## src/rtl/instr_issue.sv

```systemverilog
// instr_issue: program FIFO plus hazard-aware issue stage feeding the
// 3-stage datapath (no forwarding). RAW hazards against the last HAZ_DEPTH
// issued words are resolved by issuing NOP bubbles (32'h0).
// Optional feature macro: R0_FILTER_EN (r0 neither produces nor consumes hazards).
module instr_issue #(
    parameter int DEPTH     = 16,
    parameter int ADDR_W    = 4,
    parameter int HAZ_DEPTH = 2
) (
    input  logic        clk,
    input  logic        reset,
    input  logic        load_valid,
    output logic        load_ready,
    input  logic [31:0] load_instr,
    input  logic        run,
    output logic [31:0] Instrout,
    output logic        issue_valid,
    output logic        empty,
    output logic        full,
    output logic [15:0] stall_count,
    output logic [15:0] issued_count
);

    logic [31:0]       mem [DEPTH];
    logic [ADDR_W-1:0] wr_ptr;
    logic [ADDR_W-1:0] rd_ptr;
    logic [ADDR_W:0]   count;

    logic [HAZ_DEPTH-1:0] sb_valid;
    logic [4:0]           sb_dest [HAZ_DEPTH];

    logic [31:0] head;
    logic        head_nop;
    logic        head_rtype;
    logic [4:0]  head_rs;
    logic [4:0]  head_rt;
    logic [4:0]  head_dest;
    logic        reads_rs;
    logic        reads_rt;
    logic        head_writes;
    logic        hazard;
    logic        push;
    logic        issue;
    logic        stall;

    assign full       = (count == (ADDR_W+1)'(DEPTH));
    assign empty      = (count == '0);
    assign load_ready = !full;
    assign head       = mem[rd_ptr];

    assign push  = load_valid && !full;
    assign issue = run && !empty && !hazard;
    assign stall = run && !empty && hazard;

    // Decode the FIFO head and compare its sources against in-flight destinations
    always_comb begin
        head_nop    = (head == '0);
        head_rtype  = !head[31];
        head_rs     = head[25:21];
        head_rt     = head[20:16];
        head_dest   = head_rtype ? head[15:11] : head[20:16];
        reads_rs    = !head_nop;
        reads_rt    = !head_nop && head_rtype;
        head_writes = !head_nop;
`ifdef R0_FILTER_EN
        reads_rs    = reads_rs && (head_rs != 5'd0);
        reads_rt    = reads_rt && (head_rt != 5'd0);
        head_writes = head_writes && (head_dest != 5'd0);
`endif
        hazard = 1'b0;
        for (int unsigned i = 0; i < HAZ_DEPTH; i++) begin
            if (sb_valid[i] && ((reads_rs && sb_dest[i] == head_rs) ||
                                (reads_rt && sb_dest[i] == head_rt)))
                hazard = 1'b1;
        end
    end

    // FIFO storage write (no reset needed; occupancy is tracked by count)
    always_ff @(posedge clk) begin
        if (push)
            mem[wr_ptr] <= load_instr;
    end

    // FIFO pointers and occupancy
    always_ff @(posedge clk) begin
        if (reset) begin
            wr_ptr <= '0;
            rd_ptr <= '0;
            count  <= '0;
        end else begin
            if (push)
                wr_ptr <= wr_ptr + 1'b1;
            if (issue)
                rd_ptr <= rd_ptr + 1'b1;
            case ({push, issue})
                2'b10:   count <= count + 1'b1;
                2'b01:   count <= count - 1'b1;
                default: count <= count;
            endcase
        end
    end

    // Scoreboard shifts every cycle; bubbles and pauses shift in invalid entries
    always_ff @(posedge clk) begin
        if (reset) begin
            sb_valid <= '0;
            for (int unsigned i = 0; i < HAZ_DEPTH; i++)
                sb_dest[i] <= '0;
        end else begin
            for (int unsigned i = HAZ_DEPTH - 1; i > 0; i--) begin
                sb_valid[i] <= sb_valid[i-1];
                sb_dest[i]  <= sb_dest[i-1];
            end
            sb_valid[0] <= head_writes && issue;
            sb_dest[0]  <= head_dest;
        end
    end

    // Issue register and saturating statistics counters
    always_ff @(posedge clk) begin
        if (reset) begin
            Instrout     <= '0;
            issue_valid  <= 1'b0;
            stall_count  <= '0;
            issued_count <= '0;
        end else begin
            Instrout    <= issue ? head : '0;
            issue_valid <= issue;
            if (issue && issued_count != '1)
                issued_count <= issued_count + 16'd1;
            if (stall && stall_count != '1)
                stall_count <= stall_count + 16'd1;
        end
    end

endmodule

```

## config.mk

```make
export PLATFORM = sky130hd
export DESIGN_NAME = instr_issue
export DESIGN_NICKNAME = d
export VERILOG_FILES = /design/src/rtl/instr_issue.sv
export SDC_FILE = /design/constraint.sdc
export NUM_CORES = 1
export LEC_CHECK = 0
export CAP_MARGIN = 20
export CELL_PAD_IN_SITES_DETAIL_PLACEMENT = 1
export CELL_PAD_IN_SITES_GLOBAL_PLACEMENT = 2
export CORE_MARGIN = 4
export CORE_UTILIZATION = 49
export CTS_CLUSTER_DIAMETER = 40
export DETAILED_ROUTE_END_ITERATION = 10
export GPL_ROUTABILITY_DRIVEN = 0
export PLACE_DENSITY_LB_ADDON = 0.2
export RECOVER_POWER = 100
export SLEW_MARGIN = 30
export SYNTH_ARGS = -nofsm -noshare
export SYNTH_HDL_FRONTEND = slang
export SYNTH_SLANG_ARGS = --single-unit
```

## constraint.sdc

```tcl
create_clock -name clk -period 7.55 [get_ports clk]
set_clock_uncertainty 0.05 [all_clocks]
set_input_delay 1.1325 -clock clk [delete_from_list [all_inputs] [get_ports clk]]
set_output_delay 1.1325 -clock clk [all_outputs]
set_load 0.005 [all_outputs]
```

; Word level (Yosys, flattened, before mapping)
; Memories as Yosys holds them, arrays and structs flattened. A register that Yosys moved wholly into a read port is not among the register bits.
; Cells that the tools add are included.
[word_totals]
mem_count = 2
regBits = 80
inputBits = 36
elab_cells = 66
output_inout_bits = 68
ramBits = 522
[mem_list]
columns = name, depth, width, rd, rd_ports_with_merged_regs, wr, line_no
row1 = mem, 16, 32, 1, 1, 1, 24  ; logic [31:0] mem [DEPTH];
row2 = sb_dest, 2, 5, 2, 0, 2, 30  ; logic [4:0] sb_dest [HAZ_DEPTH];
[op_classes]
n_reduce_logical = 25
add_sub_neg = 6
n_mux = 13
eq_ne = 9
n_bitwise = 3
[ops]
columns = op, count
row1 = "adder 16 x 1 -> 16 bit, second input constant", 2
row2 = logical NOT 32 bit, 1
row3 = "inequality test 16 bit, second input constant", 2
row4 = equality test 5 bit, 4
row5 = two-way mux 5 bit, 3
row6 = logical AND 1 bit, 14
row7 = case mux 5 bit (2 select lines), 1
row8 = "adder 4 x 1 -> 4 bit, second input constant", 2
row9 = two-way mux 4 bit, 2
row10 = two-way mux 1 bit, 7
row11 = "adder 5 x 1 -> 5 bit, second input constant", 1
row12 = "equality test 5 bit, second input constant", 1
row13 = logical NOT 1 bit, 5
row14 = logical NOT 5 bit, 1
row15 = "subtractor 5 x 1 -> 5 bit, second input constant", 1
row16 = "equality test 2 x 1 -> 1 bit, second input constant", 1
row17 = "equality test 2 bit, second input constant", 1
row18 = logical OR 1 bit, 2
row19 = OR 1 bit, 2
row20 = nonzero test 2 bit, 1
row21 = OR reduction 2 bit, 1
row22 = inverter 1 bit, 1

; Longest topological paths before layout
; Gate-level depths: netlist (run 1).
[logic_depth]
word_depth = 12
ltp_mapped = 22
ltp_nobuf = 18

; Worst setup path before layout (run 1)
; Ideal clock, no wire load.
[synth_timing]
path_type = input -> register
start = in load_valid
end = mem mem[3][0] (enable)
setup_time_ps = 461
cell_stages = 4
n_path_buf = 1
arrival_time_ps = 3885
setup_slack_ps = 3154
required_ps = 7039
path_cell_list = and2_1 clkbuf_1 nand2_1 nor3_1
[synth_between]
elab_chain_cells = 3
[synth_rtl]
columns = item, line_no
row1 = start: declaration, 12  ; input logic load_valid,
row2 = logical AND 1 bit, 51  ; assign push = load_valid && !full;
row3 = two-way mux 1 bit, 80  ; if (push)
row4 = two-way mux 1 bit (implied by the code), 81  ; mem[wr_ptr] <= load_instr;
row5 = end: declaration, 24
; No other way between the ends.

==> flow_summary.yaml, run 1 <==
placed_design:
  dpl_cell_area_sq_um: 25900
  dpl.hpwl_um: 35500
  dp_cells: 2113
  pre_cts_ws_ps: 1600
  portBuffers: 103
global_routing:
  grt_pass1_vias: 14100
  grt.total_usage_pct: 24.2
  grt_start_max_net_pins: 73
  grt_pass1_wl_um: 94800
  antenna_found_initial: 2
  grt_overflow: 0
synth:
  synth_edf_count: 512
  synth_area_leader_cell: "edfxtp_1"
  ys_ff_latch: 606
  synth_area_sq_um: 24200
  synthFlopType: "edfxtp_1"
  avgSynthCellArea_sq_um: 17.4
  yosysMostFrequentCell: "edfxtp_1"
  synth.area.top_cells: "edfxtp_1 (64%), mux4_2 (9.7%), dfxtp_1 (7.8%)"
  synth_fp_nets: 1439
  async_flop_share_pct: 0
  synth_cell_types: 73
  ys_warn_count: 0
  ys_seq_area_share_pct: 71.4
  synthTopCellsByCount: "edfxtp_1 (512), mux4_2 (104), dfxtp_1 (94)"
  synth_top_area_share_pct: 63.6
  synth_cells: 1391
timing:
  final_max_slew_viol_count: 618
  period_share_pct: 87.5
  fin_ws_ps: 944
  setup_viol: 0
  layout_min_cycle_time_ps: 6610
  rsz0062_at_grt: "no"
  setup_tns_ps: 0
  max_clock_freq_mhz: 151
  maxSlewHeadroom_pct: -125
  tightest_slew_ps: 3380
  hold_viol_final: 0
final_layout:
  area_growth_pct: 18.7
  fill_cells: 4329
  drive_above_1_share_pct: 20.6
  nets: 1584
  final_cells: 2270
  final_area_sq_um: 28700
  diodes: 0
pwr:
  p_per_area_nw_per_um2: 335
  ir_drop_mv: 0.345
  power_leakage_nw: 9.36
clock_tree:
  cts_setup_buffers: 0
  cts-root-buf: "clkbuf_16"
  cts_hold_buf: 0
  cts_tree: "built"
  insertion_delay_ps: 620
  cts_resized: 0
  clock-sinks: 606
  clk_path_buf_depth: 3
  h-tree-depth: 3
  clk_pin_slew_ps: 50
  cts_buffers: 84
detailed_routing:
  drc_errors: 0
  drtIter0Drc: 1142
  via_per_inst: 5.92
  via_count: 13400
  wire_per_inst_um: 28.0
  dr.pass1.iters: 8
  wl_um: 63500
  final_antenna_net_count: 0
critical_path:
  reg2reg_slack_ps: 940
  cp_max_fo: 62
  worstReg2RegEnd: "Instrout[14]$_SDFF_PP0_"
  endpoint_kind: "flop"
  critPathLaunchType: "flop"
  worstPathRequired_ps: 7950
  path_class: "flop to flop"
  worst-endpoint-arrival_ps: 7010
  rr_worst_depth: 11
floorplan:
  die_x_um: 230
  initial_core_util_pct: 49.5
  rows: 81
  io_pins: 104
  core_area_sq_um: 48800
  die_y_um: 230
  dieArea_sq_um: 53000
run_status:
  violations: "capacitance limit, slew limit"
  status: "complete, but fails checks"
min_path:
  hold_depth: 2
  holdPathEnd: "stall_count[10]$_SDFFE_PP0P_"
  hp-start: "stall_count[10]$_SDFFE_PP0P_"
  hold_path_class: "flop to flop"
flow_run:
  maxCapViolCount: 18
placed cells by master, fill, tap and decap left out, types with 10 or more instances in the layout:
master,instances
mux2_2,32
clkbuf_1,26
o21ai_0,12
dfxtp_1,90
edfxtp_1,512
a21oi_1,45
mux4_2,104
xor2_1,11
nand4_1,10
clkbuf_16,85
ha_1,11
nor2_1,77
bufinv_16,11
nand2b_1,17
nand2_1,38
or4_1,15
inv_6,13
nor3_1,30
dlygate4sd3_1,101
nor4_1,10
inv_1,25
xnor2_1,12
a22oi_1,19
clkinvlp_4,12
mux2i_1,35
nor2b_1,27
nand3_1,22
o31ai_1,13
o22ai_1,26
state kept, by name, indices dropped and copies added, names as in the netlist, named ones only:
signal        cells
mem             512
Instrout         32
issued_count     16
stall_count      16
sb_dest          10
count             5
rd_ptr            4
wr_ptr            4
sb_valid          2
issue_valid       1
how the worst max path moves through the flow:
stage / from / endpoint / slack [ps] / cells after the start
after floorplan: load_valid / mem[3][0]$_DFFE_PP_ / 3150 / 4
after global placement: flop / count[4]$_SDFFE_PP0P_ / 1750 / 19
after detailed placement: flop / count[4]$_SDFFE_PP0P_ / 1600 / 18
after CTS: flop / count[4]$_SDFFE_PP0P_ / 1580 / 18
after global routing: flop / Instrout[25]$_SDFF_PP0_ / 730 / 11
final: flop / Instrout[14]$_SDFF_PP0_ / 940 / 11
metal layers:
metal  up-vias  global-route usage (%)  wire length, um
met1      7056                    32.2            26200
met2       441                    40.8            31700
li1       5842                       -                -
met3       108                    4.93             3640
met4         2                    7.26             1840
met5         -                       0               12
layout make-up:
cell class              instances  area (sq um)  area share (%)
inverters                      26          97.6           0.340
well taps                     664           831            2.89
flip-flops and latches        606         17300            60.2
multi-input cells             685          6340            22.1
repair buffers                133          1240            4.34
clock inverters                59           726            2.53
clock buffers                  97          2200            7.67
logic make-up after synthesis:
group,share of synthesized area [%]
adder cells (fa/ha/maj),0.652
multiplexers,13.0
buffers and inverters,2.55
XOR/XNOR,0.833
AND/OR/NAND/NOR,6.80
AO/OA/AOI/OAI,4.83
flip-flops,71.4
metrics by stage:
| step | hold slack, ps | util [%] | power (mW) |
|---|---|---|---|
| final | 445 | 58.8 | 9.62 |
| after global routing | 483 | 58.8 | 10.0 |
| after CTS | 448 | 59.0 | 9.73 |
| after detailed placement | 440 | 53.0 | 5.67 |
| after global placement | 419 | 53.0 | 5.61 |
| after floorplan | 396 | - | 5.13 |
report_power, final:
group	internal [mW]	switching [mW]	leakage [nW]	total [mW]
Clock	2.51	1.54	1.40	4.06
Sequential	3.80	0.139	5.39	3.93
Combinational	0.716	0.916	2.58	1.63
Total	7.03	2.60	9.36	9.62
worst max-delay path, cell delays in order, from the launching register on:
cell      delay [ps]
dfxtp_4          760
buf_4            820
mux4_2           430
a22oi_1          280
nand2_1          190
nor4_1           590
and4_1           290
and4_1           320
o21ai_2          280
inv_1            350
nand2b_1        1110
nor3_1           810
No activity file was read; power rests on OpenSTA's default activity.
==> inputs of run 2 (changes only) <==
--- a/config.mk
+++ b/config.mk
@@ -11,6 +11,7 @@
 export CORE_MARGIN = 4
 export CORE_UTILIZATION = 49
 export CTS_CLUSTER_DIAMETER = 40
+export CTS_CLUSTER_SIZE = 16
 export DETAILED_ROUTE_END_ITERATION = 10
 export GPL_ROUTABILITY_DRIVEN = 0
 export PLACE_DENSITY_LB_ADDON = 0.2
==> run 2 against run 1 <==
  * The flow still finishes with violations (capacitance limit, slew limit)
  * Sequential power about the same
  * Sequential cell count unchanged
  * Combinational power about the same
  * Global-route usage increased by 0.20 points
  * Critical path depth unchanged
  * Fmax increased by 1.9%
  * Largest cell class unchanged
  * Wire length increased by 0.52%
==> flow_summary.yaml, run 2 (synthesis results as in run 1) <==
detailed_routing:
  drc_errors: 0
  drtIter0Drc: 1193
  final_antenna_net_count: 0
  dr.pass1.iters: 5
  via_count: 13500
  wl_um: 63800
  via_per_inst: 5.96
  wire_per_inst_um: 28.1
floorplan:
  rows: 81
  io_pins: 104
  core_area_sq_um: 48800
  die_y_um: 230
  initial_core_util_pct: 49.5
  dieArea_sq_um: 53000
  die_x_um: 230
pwr:
  p_per_area_nw_per_um2: 338
  ir_drop_mv: 0.335
  power_leakage_nw: 9.41
critical_path:
  cp_max_fo: 62
  worst-endpoint-arrival_ps: 6890
  endpoint_kind: "flop"
  critPathLaunchType: "flop"
  worstPathRequired_ps: 7950
  path_class: "flop to flop"
final_layout:
  top_regs: "mem x512, Instrout x32"
  drive_above_1_share_pct: 20.8
  final_cells: 2270
  fill_cells: 4331
  layout_commonest_cell: "edfxtp_1"
  nets: 1583
  area_growth_pct: 19.0
  layout_common_cells: "edfxtp_1 (512), mux4_2 (104), dlygate4sd3_1 (101)"
  largest_reg_flops: 512
  top_register: "mem"
  diodes: 0
timing:
  final_max_slew_viol_count: 618
  maxSlewHeadroom_pct: -127
  hold_viol_final: 0
  layout_min_cycle_time_ps: 6490
  tightest_slew_ps: 3410
  rsz0062_at_grt: "no"
  period_share_pct: 85.9
  holdWs_ps: 446
  setup_viol: 0
  fin_ws_ps: 1060
  setup_tns_ps: 0
  max_clock_freq_mhz: 154
clock_tree:
  h-tree-depth: 3
  cts_hold_buf: 0
  cts-root-buf: "clkbuf_16"
  cts_setup_buffers: 0
  clock-sinks: 606
  clk_pin_slew_ps: 60
  cts_tree: "built"
  cts_buffers: 84
  insertion_delay_ps: 630
  cts_resized: 0
  clk_path_buf_depth: 3
global_routing:
  grt_overflow: 0
  grt_pass1_vias: 14300
  grt_pass1_wl_um: 95900
  antenna_found_initial: 2
  grt_start_max_net_pins: 73
  grt.total_usage_pct: 24.4
run_status:
  violations: "capacitance limit, slew limit"
  status: "complete, but fails checks"
min_path:
  hp-start: "stall_count[10]$_SDFFE_PP0P_"
  hold_path_class: "flop to flop"
placed_design:
  pre_cts_ws_ps: 1600
  dpl.hpwl_um: 35500
  dp_cells: 2113
  portBuffers: 103
flow_run:
  maxCapViolCount: 18
run 2: cell types whose count changed in the layout (fill, tap and decap cells not counted), moves of 2 or more:
| cell | delta |
|---|---|
| clkinv_8 | +3 |
| clkbuf_1 | -4 |
| inv_8 | +8 |
| inv_6 | +2 |
| clkinvlp_4 | -4 |
| clkinv_2 | -4 |
run 2: routing by layer:
metal	vias to the layer above	wire (um)	share of wire, %	track usage, %
li1	5852	-	-	-
met1	7124	26400	41	32.5
met2	459	32300	51	41.5
met3	98	3520	5.5	4.46
met4	2	1650	2.6	7.26
met5	-	12	0.019	0
run 2: stage by stage:
step | total power, mW | area, sq um | util (%)
CTS | 9.84 | 28900 | 59.2
global route | 10.1 | 28800 | 58.9
finish | 9.72 | 28800 | 58.9
global placement | 5.61 | 25900 | 53.0
floorplan | 5.13 | 24200 | -
detailed placement | 5.67 | 25900 | 53.0
run 2: final cells by class:
cell class,count,area (sq um),area share (%)
flip-flops and latches,606,17300,60.0
multi-input cells,685,6330,22.0
clock buffers,93,2190,7.60
repair buffers,132,1220,4.23
clock inverters,64,843,2.93
well taps,664,831,2.89
inverters,26,97.6,0.339
run 2: final timing paths:
kind | slack [ps] | cells past startpoint | endpoint
min reg2reg | 450 | 2 | stall_count[10]$_SDFFE_PP0P_
max | 1060 | 11 | Instrout[14]$_SDFF_PP0_
min | 450 | 2 | stall_count[10]$_SDFFE_PP0P_
max reg2reg | 1060 | 11 | Instrout[14]$_SDFF_PP0_
run 2: power breakdown:
group / switching (mW) / internal [mW] / total (mW)
Sequential: 0.140 / 3.79 / 3.93
Combinational: 0.914 / 0.715 / 1.63
Clock: 1.63 / 2.53 / 4.15
Total: 2.68 / 7.03 / 9.72
run 2: critical path: stages, from the launching register on:
cell,delay [ps]
dfxtp_4,760
buf_4,830
mux4_2,430
a22oi_1,300
nand2_1,200
nor4_1,540
and4_1,280
and4_1,320
o21ai_2,280
inv_1,350
nand2b_1,1050
nor3_1,790
